<file path="config.mk">
export PLATFORM = sky130hd
export DESIGN_NAME = pulse_burst_gen
export DESIGN_NICKNAME = d
export VERILOG_FILES = /design/src/rtl/pulse_burst_pkg.sv /design/src/rtl/pulse_phase_timer.sv /design/src/rtl/pulse_burst_gen.sv
export SDC_FILE = /design/constraint.sdc
export NUM_CORES = 1
export LEC_CHECK = 0
export ABC_AREA = 0
export CAP_MARGIN = 20
export CORE_ASPECT_RATIO = 0.75
export CORE_MARGIN = 5
export CORE_UTILIZATION = 40
export CTS_BUF_LIST = sky130_fd_sc_hd__clkbuf_8
export CTS_CLUSTER_DIAMETER = 150
export CTS_CLUSTER_SIZE = 28
export DETAILED_ROUTE_END_ITERATION = 16
export GPL_ROUTABILITY_DRIVEN = 0
export PLACE_DENSITY = 0.61
export SYNTH_ARGS = -nofsm -noshare
export SYNTH_HDL_FRONTEND = slang
export SYNTH_SLANG_ARGS = --single-unit
export TNS_END_PERCENT = 10
</file>
<file path="constraint.sdc">
create_clock -name clk -period 2 [get_ports clk]
set_input_delay 0.2 -clock clk [delete_from_list [all_inputs] [get_ports clk]]
set_output_delay 0.2 -clock clk [all_outputs]
set_load 0.02 [all_outputs]
</file>
<file path="src/rtl/pulse_burst_pkg.sv">
// Shared types and default widths for the pulse burst generator.
package pulse_burst_pkg;

    localparam int unsigned CNT_W_DEF = 4;
    localparam int unsigned N_W_DEF   = 3;

    typedef enum logic [1:0] {
        IDLE = 2'd0,
        HIGH = 2'd1,
        LOW  = 2'd2
    } state_t;

endpackage

</file>
<file path="src/rtl/pulse_phase_timer.sv">
// Loadable down-counter timing one HIGH or LOW phase; saturates at zero.
module pulse_phase_timer #(
    parameter int unsigned W = 4
) (
    input  logic         clk,
    input  logic         rst_n,
    input  logic         load,
    input  logic [W-1:0] load_val,
    output logic         expired
);

    logic [W-1:0] r_cnt;

    always_ff @(posedge clk or negedge rst_n) begin
        if (!rst_n) begin
            r_cnt <= '0;
        end else if (load) begin
            r_cnt <= load_val;
        end else if (r_cnt != '0) begin
            r_cnt <= r_cnt - W'(1);
        end
    end

    assign expired = (r_cnt == '0);

endmodule

</file>
<file path="src/rtl/pulse_burst_gen.sv">
// Generates a burst of N pulses with programmable high/low phase lengths.
module pulse_burst_gen
    import pulse_burst_pkg::*;
#(
    parameter int unsigned CNT_W = CNT_W_DEF,
    parameter int unsigned N_W   = N_W_DEF
) (
    input  logic             clk,
    input  logic             rst_n,
    input  logic             start,
    input  logic             abort,
    input  logic [N_W-1:0]   num_pulses,
    input  logic [CNT_W-1:0] high_cyc,
    input  logic [CNT_W-1:0] low_cyc,
    output logic             sig_out,
    output logic             ready,
    output logic             busy,
    output logic             done
);

    state_t           r_state;
    logic [N_W-1:0]   r_pulses;
    logic [CNT_W-1:0] r_high;
    logic [CNT_W-1:0] r_low;
    logic             r_sig_out;
    logic             r_done;

    state_t           w_next_state;
    logic [N_W-1:0]   w_pulses_nxt;
    logic [CNT_W-1:0] w_high_nxt;
    logic [CNT_W-1:0] w_low_nxt;
    logic             w_done_nxt;
    logic             w_tmr_load;
    logic [CNT_W-1:0] w_tmr_val;
    logic             w_expired;

    // Phase length minus one, with a zero length treated as one cycle.
    function automatic logic [CNT_W-1:0] len_m1(input logic [CNT_W-1:0] v);
        return (v == '0) ? '0 : v - CNT_W'(1);
    endfunction

    pulse_phase_timer #(
        .W (CNT_W)
    ) u_timer (
        .clk      (clk),
        .rst_n    (rst_n),
        .load     (w_tmr_load),
        .load_val (w_tmr_val),
        .expired  (w_expired)
    );

    always_ff @(posedge clk or negedge rst_n) begin
        if (!rst_n) begin
            r_state   <= IDLE;
            r_pulses  <= '0;
            r_high    <= '0;
            r_low     <= '0;
            r_sig_out <= 1'b0;
            r_done    <= 1'b0;
        end else begin
            r_state   <= w_next_state;
            r_pulses  <= w_pulses_nxt;
            r_high    <= w_high_nxt;
            r_low     <= w_low_nxt;
            r_sig_out <= (w_next_state == HIGH);
            r_done    <= w_done_nxt;
        end
    end

    always_comb begin
        w_next_state = r_state;
        w_pulses_nxt = r_pulses;
        w_high_nxt   = r_high;
        w_low_nxt    = r_low;
        w_done_nxt   = 1'b0;
        w_tmr_load   = 1'b0;
        w_tmr_val    = '0;
        case (r_state)
            IDLE: begin
                if (start && !abort) begin
                    w_pulses_nxt = num_pulses;
                    w_high_nxt   = high_cyc;
                    w_low_nxt    = low_cyc;
                    if (num_pulses == '0) begin
                        w_done_nxt = 1'b1;
                    end else begin
                        w_next_state = HIGH;
                        w_tmr_load   = 1'b1;
                        w_tmr_val    = len_m1(high_cyc);
                    end
                end
            end
            HIGH: begin
                if (abort) begin
                    w_next_state = IDLE;
                    w_pulses_nxt = '0;
                end else if (w_expired) begin
                    w_next_state = LOW;
                    w_tmr_load   = 1'b1;
                    w_tmr_val    = len_m1(r_low);
                end
            end
            LOW: begin
                if (abort) begin
                    w_next_state = IDLE;
                    w_pulses_nxt = '0;
                end else if (w_expired) begin
                    w_pulses_nxt = r_pulses - N_W'(1);
                    if (r_pulses == N_W'(1)) begin
                        w_next_state = IDLE;
                        w_done_nxt   = 1'b1;
                    end else begin
                        w_next_state = HIGH;
                        w_tmr_load   = 1'b1;
                        w_tmr_val    = len_m1(r_high);
                    end
                end
            end
            default: begin
                w_next_state = IDLE;
            end
        endcase
    end

    assign sig_out = r_sig_out;
    assign done    = r_done;
    assign ready   = (r_state == IDLE);
    assign busy    = (r_state == HIGH) || (r_state == LOW);

endmodule

</file>
==> flow_metrics.tcl <==
set metrics [dict create \
    worstSetupStartpointType "register" \
    yosys_most_used_dff "dfrtp_1" \
    synth_adder_area_share_pct 14.0 \
    die_w_um 76.9 \
    crit_chain "inv_1 > ha_1 > clkdlybuf4s50_1" \
    max_freq_mhz 535 \
    core_um2 3270 \
    grt_usage_pct 12.9 \
    fillCellCount 300 \
    arrival_ps 1670 \
    num_io_pins 19 \
    synth_area_per_cell_um2 9.67 \
    ant_nets 0 \
    p_leak_uw 0.000728 \
    critPathKind "reg2out" \
    cts_root_buffer "clkbuf_8" \
    hold_viol 0 \
    overflow 0 \
    fin_setup_tns_ps 0 \
    synth-simple-area-share_pct 18.7 \
    synthMuxAreaShare_pct 6.52 \
    drcViolationCount 0 \
    synth.distinct_cells 34 \
    cts_sinks 19 \
    fp-row-count 18 \
    die-area_um2 4630 \
    reg2reg_to "r_pulses[1]" \
    htree_levels 1 \
    worstSkewPairLatency_ps 260 \
    dp.final_hpwl_um 2200 \
    clkTransAtPathRegs_ps 70 \
    via_per_inst 5.26 \
    r2r-start "u_timer.r_cnt[0]" \
    yosys.area.top_type "dfrtp_1" \
    rsz0062_at_grt "true" \
    wire_per_inst_um 13.5 \
    synth_compound_area_share_pct 17.9 \
    ff_latch_area_um2 475 \
    synth_area_leaders "dfrtp_1 (35%), ha_1 (14%), mux2_2 (5.0%), o21ai_0 (4.5%), inv_1 (3.9%)" \
    initial_core_util_pct 41.1 \
    netlist_instances 139 \
    postLayoutCoreUtil_pct 51.3 \
    totalWireLength_um 2790 \
    synth_area_um2 1340 \
    worst-r2r-setup-slack_ps 140 \
    ir_worst_vdd_uv 516 \
    synth_edf_count 0 \
    grt_pass1_wl_um 4800 \
    drtPass1Iterations 4 \
    fin_ws_ps 130 \
    power.density_nw_per_um2 1290 \
    antenna_found_initial 0 \
    synth_fp_nets 169 \
    cp_max_fo 5 \
    synth_common_cells "dfrtp_1 (19), ha_1 (15), inv_1 (14)" \
    yosysWarningCount 0 \
    pre_cts_ws_ps 76.9 \
    cts_buffers 3 \
    drive_gt1_share_pct 19.2 \
    cts_tree "yes" \
    cts.path.max_buffers 2 \
    relSlewSlack_pct 78.2 \
    required_ps 1800 \
    ys_seq_area_share_pct 35.4 \
    nets 198 \
    final_max_slew_viol_count 0 \
    setup_violations 0 \
    cpMaxStageDelayCell "clkdlybuf4s50_1" \
    synth-xor-area-share_pct 3.26 \
    synthArstFlopShare_pct 100 \
    post-route-period-util_pct 93.5 \
    final.min_clock_period_ps 1870 \
    multi_input_area_um2 816 \
    hold_class "in2async" \
    grt_max_degree 20 \
    chipHeight_um 60.2 \
    worstRegToRegCells 7 \
    layout.cells.non_filler 207 \
    cpPeakStageDelay_ps 630 \
    antenna_cells 0 \
    placed_cells 200 \
    crit_path_end_kind "primary output" \
    maxCapViolations 0 \
    worst_pin_slew_ps 326 \
    syn2layout_area_growth_pct 24.7 \
    ys_ff_latch 19 \
    synth.most_common_cell "dfrtp_1" \
    yosysTopAreaCellShare_pct 35.4 \
    power_uw 2160 \
    grt_pass1_vias 1088 \
    place.port_buffers 18 \
    dr.first_iter.drc_count 50 \
    skew_ps 1.33 \
    outcome "completed" \
    synth_top_family_by_area "simple AND/OR/NAND/NOR gates" \
    vias 1088 \
]
-- logic make-up after synthesis --
logic type,after synthesis
AOI/OAI and AO/OA,35
xor gates and xnor gates,5
DFF,19
and+or+nand+nor,42
adders and majority gates,15
buffers and inverters,15
muxes,8
-- critical path: cells and delay by family (launching register included) --
kind | cells | cell delay (ps)
buffers and inverters | 2 | 750
flip-flops | 1 | 430
adder cells (fa/ha/maj) | 1 | 240
-- registers in the layout, indices dropped and copies added, names as in the netlist --
| signal | cells |
|---|---|
| r_high | 4 |
| r_low | 4 |
| u_timer.r_cnt | 4 |
| r_pulses | 3 |
| r_state | 2 |
| done | 1 |
| sig_out | 1 |
-- worst max path at each step --
stage | from | end | slack, ps | depth (start not counted)
global placement | r_state[0] | u_timer.r_cnt[1] | 90 | 7
global route | u_timer.r_cnt[0] | u_timer.r_cnt[3] | -60 | 7
floorplan | r_state[0] | u_timer.r_cnt[2] | 260 | 7
finish | r_state[0] | ready | 130 | 3
CTS | r_state[0] | u_timer.r_cnt[1] | 40 | 7
detailed placement | r_state[0] | u_timer.r_cnt[1] | 80 | 7
-- cell type report --
cell class | instances | area share [%]
multi-input cells | 105 | 48.7
clock buffers | 3 | 2.46
well taps | 40 | 2.99
inverters | 14 | 3.14
repair buffers | 25 | 14.0
flip-flops and latches | 19 | 28.4
clock inverters | 1 | 0.299
-- where the power goes --
group          total [uW]  switching (uW)  internal, uW
clock                 270             132           139
combinational        1160             588           574
sequential            732             167           565
-- layer usage --
layer,share of wire [%],track usage (%),vias up
li1,-,-,541
met1,49,16.4,518
met2,46,21.2,25
met3,4.3,4.52,4
met4,0.61,2.99,0
met5,0,0,-
-- layout by cell type, fill, tap and decap left out, types with 2 or more instances in the layout --
master,Yosys,layout
dfrtp_1,19,19
clkdlybuf4s50_1,0,17
inv_1,14,14
ha_1,15,14
nor2_1,12,12
o21ai_0,12,11
nor3_1,7,7
a21oi_1,7,7
buf_4,0,7
nand2_1,6,6
mux2_2,6,6
o22ai_1,5,5
xnor2_1,5,5
nand3b_1,3,3
nand2b_1,3,3
a211oi_1,3,3
clkbuf_8,0,3
o21ai_2,2,2
mux2i_1,2,2
-- per-stage QoR --
| step | cell area, um^2 | hold slack, ps |
|---|---|---|
| after floorplan | 1340 | -95.6 |
| after global placement | 1600 | 517 |
| after detailed placement | 1600 | 533 |
| after CTS | 1650 | 277 |
| after global routing | 1680 | 305 |
| final | 1680 | 272 |
-- repair_timing --
action / 4_1_cts / 5_1_grt
setup endpoints to repair: 0 / 5
setup buffers: 0 / 3
endpoints found under the hold margin: 0 / 0
resized for setup: 0 / 4
hold buffers: 0 / 0
No activity file was read; power rests on OpenSTA's default activity.
